File: src/rtl/mem_read_streamer.sv
// rtl/mem_read_streamer.sv - streams a wrapping address range of a sync-read memory over valid/ready
// Optional MEM_READ_LAST_EN adds out_last, flagging the final word of each transfer.
module mem_read_streamer #(
    parameter int ADDR_W = 4,
    parameter int DATA_W = 8
) (
    input  logic              clk,
    input  logic              rst,
    input  logic              start,
    input  logic [ADDR_W-1:0] base_addr,
    input  logic [ADDR_W:0]   len,
    output logic              busy,
    output logic              done,
    output logic              mem_re,
    output logic [ADDR_W-1:0] mem_addr,
    input  logic [DATA_W-1:0] mem_rdata,
    output logic [DATA_W-1:0] out_data,
    output logic              out_valid,
`ifdef MEM_READ_LAST_EN
    output logic              out_last,
`endif
    input  logic              out_ready
);

    localparam logic [ADDR_W:0] DEPTH_L = {1'b1, {ADDR_W{1'b0}}};

    typedef enum logic [1:0] {S_IDLE, S_READ, S_DONE} state_t;

    state_t              state, state_nxt;
    logic [ADDR_W-1:0]   addr;
    logic [ADDR_W:0]     remaining;
    logic [ADDR_W:0]     len_clamped;
    logic                inflight;
    logic [DATA_W-1:0]   fifo_data [2];
    logic                wr_ptr, rd_ptr;
    logic [1:0]          count;
    logic [2:0]          occ;
    logic                push, pop, issue, final_pop;

`ifdef MEM_READ_LAST_EN
    logic                inflight_last;
    logic                fifo_last [2];
    assign out_last = out_valid & fifo_last[rd_ptr];
`endif

    assign out_valid   = (count != 2'd0);
    assign out_data    = fifo_data[rd_ptr];
    assign pop         = out_valid & out_ready;
    assign push        = inflight;
    assign len_clamped = (len > DEPTH_L) ? DEPTH_L : len;

    // Occupancy after this cycle's pop, counting the read still in the memory pipe.
    assign occ   = {1'b0, count} + {2'b00, inflight} - {2'b00, pop};
    assign issue = (state == S_READ) && (remaining != '0) && (occ < 3'd2);

    assign mem_re   = issue;
    assign mem_addr = addr;
    assign busy     = (state == S_READ);
    assign done     = (state == S_DONE);

    assign final_pop = pop && (remaining == '0) && !inflight && (count == 2'd1);

    always_comb begin
        state_nxt = state;
        unique case (state)
            S_IDLE: if (start) state_nxt = (len == '0) ? S_DONE : S_READ;
            S_READ: if (final_pop) state_nxt = S_DONE;
            S_DONE: state_nxt = S_IDLE;
            default: state_nxt = S_IDLE;
        endcase
    end

    always_ff @(posedge clk or posedge rst) begin
        if (rst) begin
            state     <= S_IDLE;
            addr      <= '0;
            remaining <= '0;
            inflight  <= 1'b0;
            wr_ptr    <= 1'b0;
            rd_ptr    <= 1'b0;
            count     <= 2'd0;
            for (int i = 0; i < 2; i++) fifo_data[i] <= '0;
        end else begin
            state    <= state_nxt;
            inflight <= issue;
            if (state == S_IDLE && start) begin
                addr      <= base_addr;
                remaining <= len_clamped;
            end else if (issue) begin
                addr      <= addr + ADDR_W'(1);
                remaining <= remaining - (ADDR_W+1)'(1);
            end
            if (push) begin
                fifo_data[wr_ptr] <= mem_rdata;
                wr_ptr            <= ~wr_ptr;
            end
            if (pop) rd_ptr <= ~rd_ptr;
            unique case ({push, pop})
                2'b10:   count <= count + 2'd1;
                2'b01:   count <= count - 2'd1;
                default: count <= count;
            endcase
        end
    end

`ifdef MEM_READ_LAST_EN
    always_ff @(posedge clk or posedge rst) begin
        if (rst) begin
            inflight_last <= 1'b0;
            for (int i = 0; i < 2; i++) fifo_last[i] <= 1'b0;
        end else begin
            inflight_last <= issue && (remaining == (ADDR_W+1)'(1));
            if (push) fifo_last[wr_ptr] <= inflight_last;
        end
    end
`endif

endmodule

File: config.mk
export PLATFORM = sky130hd
export DESIGN_NAME = mem_read_streamer
export DESIGN_NICKNAME = d
export VERILOG_FILES = /design/src/rtl/mem_read_streamer.sv
export SDC_FILE = /design/constraint.sdc
export NUM_CORES = 1
export LEC_CHECK = 0
export CAP_MARGIN = 15
export CORE_UTILIZATION = 45
export DETAILED_ROUTE_END_ITERATION = 12
export GPL_TIMING_DRIVEN = 0
export PLACE_DENSITY = 0.76
export SYNTH_ARGS = -nofsm -noshare
export SYNTH_HDL_FRONTEND = slang
export SYNTH_SLANG_ARGS = --single-unit
File: constraint.sdc
create_clock -name clk -period 2.9 [get_ports clk]
set_input_delay 0.29 -clock clk [delete_from_list [all_inputs] [get_ports clk]]
set_output_delay 0.29 -clock clk [all_outputs]
set_load 0.02 [all_outputs]
==> impl_metrics.tcl, run 1 <==
set metrics [dict create \
    status "finished clean" \
    die_h_um 62.4 \
    finalHoldViolCount 0 \
    grt_pass1_wl_mm 6.10 \
    synth_area_leader_cell "dfrtp_1" \
    cts_max_level 2 \
    wl_per_cell_um 15.0 \
    fin_ws_ns 0.0786 \
    insertion_delay_ns 0.34 \
    syn_nets 172 \
    cts_root_buffer "clkbuf_4" \
    ys_top_cells_by_area "dfrtp_1, mux2_2, ha_1" \
    fin_util_pct 65.9 \
    syn_to_final_growth_pct 37.3 \
    crit_arrival_ns 2.53 \
    drt-initial-drc-count 32 \
    num_rows 21 \
    synth_cell_types 36 \
    end_kind "output port" \
    place_ws_ns -0.584 \
    dieWidth_um 62.4 \
    power.total_mw 2.84 \
    final_cell_mix "clkdlybuf4s50_1, dfrtp_1, mux2_2" \
    drv_slew 0 \
    leakagePower_nw 0.952 \
    synth_top_area_share_pct 48.8 \
    maxCapViolCount 0 \
    final-setup-viol-count 0 \
    grt_pass1_vias 1403 \
    ir_worst_vdd_uv 545 \
    fin_hold_ws_ns 0.262 \
    io_pins 37 \
    ys_ff_latch 32 \
    dieArea_um2 3890 \
    grt_max_degree 23 \
    vias 1288 \
    numCtsBuffers 5 \
    drcViolationCount 0 \
    dr.pass1.iters 4 \
    worstSetupPathType "reg -> out" \
    fin_crit_ns 2.82 \
    crit_path_start_kind "flop" \
    dpl_cell_area_um2 2090 \
    cts_buffer_depth 2 \
    antenna_found_initial 0 \
    clock.fmax_ghz 0.354 \
    start_util_pct 48.0 \
    nNetsFinal 223 \
    drtAntennaViolNets 0 \
    clkTransAtPathRegs_ns 0.10 \
    relSlewSlack_pct 42.8 \
    syn_area_per_cell_um2 11.3 \
    n_antenna_cell 0 \
    place.gp.congestion 0.787 \
    cp.required_ns 2.61 \
    synthCells 145 \
    final_cell_area_um2 2250 \
    grtUsageTotal_pct 20.8 \
    yosys_warnings 0 \
    drive_above_1_share_pct 28.4 \
    cp_max_fo 3 \
    layout_commonest_cell "clkdlybuf4s50_1" \
    portBuffers 36 \
    drt_wl_total_mm 3.64 \
    core_um2 3420 \
    clock_sink_count 32 \
    tightest_slew_ns 0.856 \
    power_density_nw_per_um2 1260 \
    finalClockSkew_ns 0.00777 \
    hold_path.class "in -> async" \
    hold_buffers 0 \
    synth_area_um2 1640 \
    timing.final.crit_share_pct 97.3 \
    yosysSeqAreaShare_pct 48.8 \
    via_per_inst 5.30 \
    cts_tree "built" \
    grt_remaining_overflow 0 \
    hpwl_mm 2.67 \
]
## metrics by stage
| step | cells | TNS (ns) |
|---|---|---|
| after floorplan | 145 | 0 |
| after CTS | 240 | 0 |
| final | 243 | 0 |
| after global placement | 227 | -0.549 |
| after global routing | 243 | -0.0480 |
| after detailed placement | 228 | -1.30 |
## per-layer routing
metal,vias to the layer above,global-route usage [%],share of wire [%]
li1,613,-,-
met1,636,21.6,38
met2,28,38.6,56
met3,11,4.56,2.7
met4,0,11.3,2.9
met5,-,0,0
## worst max-delay path, cell delays in order, from the launching register on
cell	delay, ns
dfrtp_1	0.40
inv_2	0.10
ha_4	0.15
nor2b_1	0.05
nor2_1	0.17
o21ai_2	0.09
fa_1	0.52
nand3b_1	0.11
or3_4	0.40
inv_2	0.08
buf_4	0.13
## cells in the mapped netlist
cell type	instances
nand3b_1	1
nor2_1	9
dfrtp_1	32
o22ai_1	2
o32ai_1	2
nand2_1	8
or3b_1	1
or3_1	5
a31o_2	1
xnor2_1	3
nor3b_1	1
nor2b_1	3
or3b_2	1
buf_2	2
nand3_1	4
inv_2	1
buf_6	1
and4b_1	1
or4_1	1
xor2_1	2
inv_1	9
clkbuf_1	2
nor4b_2	1
mux2_2	25
nand2b_1	1
fa_1	1
o21ai_0	3
mux2i_1	1
nor3_1	6
ha_1	5
a31oi_1	1
a221o_1	1
o211ai_1	2
a21o_1	1
a211oi_1	1
a21oi_1	4
## logic make-up (layout without fill, tap and decap cells)
kind of cell / after synthesis / count (layout) / share of synthesized area, %
flops: 32 / 32 / 48.8
compound gates: 18 / 18 / 7.32
fa+ha+maj: 6 / 6 / 5.03
mux: 26 / 26 / 17.8
simple gates: 43 / 43 / 14.3
xor+xnor: 5 / 5 / 2.67
buf+inv: 15 / 67 / 4.04
## worst paths after layout
path / start / to / slack [ns] / cells past startpoint
worst max-delay path: count[1] / mem_re / 0.08 / 10
worst min-delay path: rst / fifo_data[9] / 0.26 / 2
worst max register to register: count[1] / mem_addr[3] / 0.13 / 12
worst min register to register: remaining[0] / remaining[0] / 0.51 / 1
max in group asynchronous: rst / fifo_data[11] / 2.16 / 3
min in group clk: remaining[0] / remaining[0] / 0.51 / 1
## report_power, final
group	total (mW)	internal, mW	leakage [nW]	switching, mW
combinational	1.68	0.877	0.535	0.800
sequential	0.827	0.675	0.376	0.152
clock	0.337	0.180	0.0412	0.157
## flip-flops by register name (all words and copies together) (netlist names)
signal and flops:
state 2, wr_ptr 1, rd_ptr 1, fifo_data 16, mem_addr 4, remaining 5
count 2, inflight 1
## cell type report
class                           count  area (um^2)
Fill cell                         281         1160
Multi-Input combinational cell     98          810
Sequential cell                    32          801
Timing Repair Buffer               44          438
Tap cell                           46         57.6
Clock inverter                      3         42.5
Clock buffer                        5         37.5
Inverter                           10         37.5
Buffer                              5         28.8
## repair_timing
action / 4_1_cts / 5_1_grt
gates resized for setup: 12 / 4
endpoints found under the setup margin: 10 / 2
buffers inserted: 4 / 3
pin swaps: 1 / 3
No activity file was read; power rests on OpenSTA's default activity.
==> run 2, diff against run 1 <==
--- a/config.mk
+++ b/config.mk
@@ -7,9 +7,9 @@
 export LEC_CHECK = 0
 export CAP_MARGIN = 15
 export CORE_UTILIZATION = 45
+export CTS_CLUSTER_DIAMETER = 50
 export DETAILED_ROUTE_END_ITERATION = 12
-export GPL_TIMING_DRIVEN = 0
-export PLACE_DENSITY = 0.76
+export PLACE_DENSITY = 0.73
 export SYNTH_ARGS = -nofsm -noshare
 export SYNTH_HDL_FRONTEND = slang
 export SYNTH_SLANG_ARGS = --single-unit
==> constraint.sdc (replaced) <==
create_clock -name clk -period 3.05 [get_ports clk]
set_input_delay 0.305 -clock clk [delete_from_list [all_inputs] [get_ports clk]]
set_output_delay 0.305 -clock clk [all_outputs]
set_load 0.02 [all_outputs]
==> impl_metrics.tcl, run 2 (synthesis gave the netlist of run 1 again) <==
set metrics [dict create \
    status "finished clean" \
    hold_path.class "in -> async" \
    grtUsageTotal_pct 20.0 \
    clock_sink_count 32 \
    die_h_um 62.4 \
    n_antenna_cell 0 \
    cp.required_ns 2.74 \
    worst-path-stages 10 \
    path_buf_inv 4 \
    worstSetupPathType "reg -> out" \
    grt_setup_unrepaired "no" \
    tightest_slew_ns 0.941 \
    dieArea_um2 3890 \
    cts_tree "built" \
    grt_remaining_overflow 0 \
    finalClockSkew_ns 0.00538 \
    cpLargestDelayFamily "adder cells" \
    hold_buffers 0 \
    cp_max_fo 3 \
    worst-r2r-cell-count 12 \
    end_kind "output port" \
    cts_buffer_depth 2 \
    drive_above_1_share_pct 27.1 \
    drv_slew 0 \
    ir_worst_vdd_uv 535 \
    dieWidth_um 62.4 \
    grt_max_degree 26 \
    relSlewSlack_pct 37.2 \
    clock.fmax_ghz 0.345 \
    crit_arrival_ns 2.60 \
    hpwl_mm 2.64 \
    cts_root_buffer "clkbuf_4" \
    finalHoldViolCount 0 \
    timing.final.crit_share_pct 95.1 \
    clkTransAtPathRegs_ns 0.10 \
    final_cell_mix "clkdlybuf4s50_1, dfrtp_1, mux2_2" \
    drt_wl_total_mm 3.45 \
    grt_pass1_wl_mm 6.03 \
    nNetsFinal 218 \
    drtAntennaViolNets 0 \
    layout_commonest_cell "clkdlybuf4s50_1" \
    maxCapViolCount 0 \
    fin_hold_ws_ns 0.489 \
    drt-initial-drc-count 30 \
    via_per_inst 5.27 \
    core_um2 3420 \
    io_pins 37 \
    leakagePower_nw 0.924 \
    final-setup-viol-count 0 \
    top_register "fifo_data" \
    slowest_delay_ns 0.51 \
    crit_path_start_kind "flop" \
    place.gp.congestion 0.818 \
    drcViolationCount 0 \
    path_cells "inv_1, ha_2, nand2b_4, nor2_4, buf_4, fa_1, nand3b_1, or3_4, inv_2, buf_2" \
    vias 1254 \
    largest_register_ff_count 16 \
    fin_util_pct 63.7 \
    wl_per_cell_um 14.5 \
    cp_slowest_cell "fa_1" \
    insertion_delay_ns 0.32 \
    cts_max_level 2 \
    numCtsBuffers 5 \
    portBuffers 36 \
    power_density_nw_per_um2 1170 \
    dr.pass1.iters 4 \
    fin_crit_ns 2.90 \
    grt_pass1_vias 1357 \
    syn_to_final_growth_pct 32.6 \
    num_rows 21 \
    antenna_found_initial 0 \
    start_util_pct 48.0 \
]
## run 2: cell types whose count changed in the layout (fill, tap and decap cells not counted), sizes merged
| cell | change |
|---|---|
| buf | -3 |
| bufinv | -1 |
| clkbuf | -1 |
| clkinv | +1 |
| clkinvlp | -1 |
## run 2: routing by layer
metal  GRT usage (%)  share of wire [%]
met4            8.72                1.5
met3            4.38                3.0
met5               0                  0
met1            22.6                 41
met2            36.3                 54
## run 2: layout make-up
class,instances,area (um^2)
fillers,294,1240
multi-input cells,98,802
flip-flops and latches,32,801
repair buffers,44,415
well taps,46,57.6
clock buffers,6,51.3
inverters,10,37.5
clock inverters,2,10.0
## run 2: worst paths after layout
check / startpoint / to / slack, ns
worst max-delay path: count[0] / mem_re / 0.15
worst min-delay path: rst / count[0] / 0.49
worst max register to register: count[0] / mem_addr[3] / 0.26
worst min register to register: wr_ptr / wr_ptr / 0.50
max in group asynchronous: rst / remaining[4] / 1.89
min in group clk: wr_ptr / wr_ptr / 0.50
## run 2: worst reg2reg max path: stages (launching register included)
cell      delay (ns)
dfrtp_1         0.41
inv_1           0.11
ha_2            0.20
nand2b_4        0.14
nor2_4          0.05
buf_4           0.13
fa_1            0.51
nand3b_1        0.10
or3_4           0.40
inv_2           0.06
buf_4           0.14
mux2_2          0.33
a21oi_1         0.13
## run 2: per-stage QoR
step | setup TNS [ns] | std cells | worst slack, ns | area (um^2) | power, mW
floorplan | 0 | 145 | 0.164 | 1640 | 1.74
global placement | -0.00542 | 229 | -0.00542 | 2080 | 2.19
detailed placement | -0.114 | 229 | -0.114 | 2080 | 2.27
CTS | 0 | 238 | 0.00629 | 2150 | 2.53
global route | 0 | 238 | 0.0242 | 2170 | 2.75
finish | 0 | 238 | 0.148 | 2170 | 2.55
## run 2: report_power, final
part           internal [mW]  switching, mW  total [mW]
combinational          0.782          0.703        1.48
clock                  0.110          0.138       0.248
sequential             0.642          0.172       0.813
total                   1.53           1.01        2.55
## run 2: what timing repair did
item	in CTS	in global routing
gates cloned	0	0
hold endpoints to repair	0	0
setup buffers	1	0
gates resized for setup	5	7
pin swaps	0	1
setup endpoints to repair	1	1
==> run 3, diff against run 2 <==
--- a/config.mk
+++ b/config.mk
@@ -6,6 +6,7 @@
 export NUM_CORES = 1
 export LEC_CHECK = 0
 export CAP_MARGIN = 15
+export CORE_ASPECT_RATIO = 0.7
 export CORE_UTILIZATION = 45
 export CTS_CLUSTER_DIAMETER = 50
 export DETAILED_ROUTE_END_ITERATION = 12
==> constraint.sdc (replaced) <==
create_clock -name clk -period 3.05 [get_ports clk]
set_input_delay 0.305 -clock clk [delete_from_list [all_inputs] [get_ports clk]]
set_output_delay 0.305 -clock clk [all_outputs]
set_load 0.01 [all_outputs]
==> impl_metrics.tcl, run 3 (synthesis gave the netlist of run 1 again) <==
set metrics [dict create \
    final_cell_mix "clkdlybuf4s50_1, dfrtp_1, mux2_2" \
    start_util_pct 49.4 \
    cts_buffer_depth 2 \
    grt_max_degree 33 \
    drt_wl_total_mm 3.37 \
    numCtsBuffers 5 \
    tightest_slew_ns 0.823 \
    cts_max_level 2 \
    nNetsFinal 219 \
    hpwl_mm 2.46 \
    dpl_cell_area_um2 2090 \
    n_antenna_cell 0 \
    grtUsageTotal_pct 19.2 \
    place.gp.congestion 0.784 \
    wl_per_cell_um 14.1 \
    syn_to_final_growth_pct 34.4 \
    finalHoldViolCount 0 \
    largest_register_ff_count 16 \
    crit_arrival_ns 2.63 \
    cp.required_ns 2.74 \
    fin_util_pct 66.4 \
    via_per_inst 5.28 \
    grt_pass1_vias 1214 \
    crit_path_start_kind "flop" \
    io_pins 37 \
    fin_tns_setup_ns 0 \
    power.total_mw 2.52 \
    relSlewSlack_pct 45.0 \
    top_register "fifo_data" \
    portBuffers 36 \
    drcViolationCount 0 \
    end_kind "output port" \
    cts_root_buffer "clkbuf_8" \
    clock.fmax_ghz 0.340 \
    insertion_delay_ns 0.28 \
    fin_crit_ns 2.94 \
    grt_setup_unrepaired "no" \
    dieWidth_um 74.2 \
    num_rows 17 \
    status "finished clean" \
    leakagePower_nw 0.945 \
    hold_path.class "in -> async" \
    grt_remaining_overflow 0 \
    drt-initial-drc-count 32 \
    antenna_found_initial 0 \
    clock_sink_count 32 \
    die_h_um 52.5 \
    cts_tree "built" \
    maxCapViolCount 0 \
    core_um2 3320 \
    drtAntennaViolNets 0 \
    vias 1267 \
    worstSetupPathType "reg -> out" \
    layout_commonest_cell "clkdlybuf4s50_1" \
    cp_max_fo 3 \
    final_cell_area_um2 2200 \
    reg2reg_slack_ns 0.27 \
    timing.final.crit_share_pct 96.3 \
    finalClockSkew_ns 0.00520 \
    drv_slew 0 \
    dr.pass1.iters 4 \
    ir_worst_vdd_uv 605 \
    final-setup-viol-count 0 \
    clkTransAtPathRegs_ns 0.07 \
    dieArea_um2 3890 \
    grt_pass1_wl_mm 5.32 \
    drive_above_1_share_pct 25.4 \
    power_density_nw_per_um2 1140 \
]
## run 3: path summary, 6_finish.rpt
| kind | start | to | cells after the start |
|---|---|---|---|
| worst max-delay path | count[0] | mem_re | 10 |
| worst min-delay path | rst | remaining[0] | 3 |
| worst max register to register | count[0] | mem_addr[3] | 12 |
| worst min register to register | fifo_data[14] | fifo_data[14] | 1 |
| min in group clk | fifo_data[14] | fifo_data[14] | 1 |
| max in group asynchronous | rst | fifo_data[11] | 3 |
## run 3: per-layer routing
metal / part of all wire, % / up-vias / track usage (%)
li1: - / 605 / -
met1: 48 / 619 / 24.7
met2: 46 / 36 / 31.1
met3: 3.9 / 7 / 4.62
met4: 2.0 / 0 / 8.01
met5: 0 / - / 0
## run 3: worst max-delay path, stage by stage (launching register included)
cell and delay [ns]:
dfrtp_1 0.36, inv_1 0.06, ha_1 0.22, nand2b_4 0.16
nor2_2 0.13, o21ai_1 0.11, fa_1 0.48, nand3b_1 0.11
or3_4 0.40, inv_2 0.06, dlygate4sd2_1 0.26
## run 3: repair_timing
action,4_1_cts,5_1_grt
buffers inserted,1,0
setup endpoints to repair,1,1
hold buffers,0,0
gates resized for setup,3,2
cloned,0,0
pin swaps,1,1
## run 3: power by group
group          total (mW)  internal (mW)  switching, mW
clock network       0.332          0.180          0.152
registers           0.811          0.643          0.167
logic                1.38          0.781          0.599
total                2.52           1.60          0.918
## run 3: area by class of cell
type,instances,area (um^2)
multi-input cells,98,788
well taps,47,58.8
inverters,10,37.5
clock buffers,6,82.6
repair buffers,45,427
flip-flops and latches,32,801
clock inverters,2,10.0
fillers,266,1110
## run 3: through the flow
step                setup WS, ns  cells  hold WS, ns
floorplan                  0.203    145        0.421
global placement          0.0620    231        0.476
detailed placement       0.00949    231        0.492
CTS                       0.0658    240        0.419
global route              0.0199    240        0.437
finish                     0.111    240        0.407
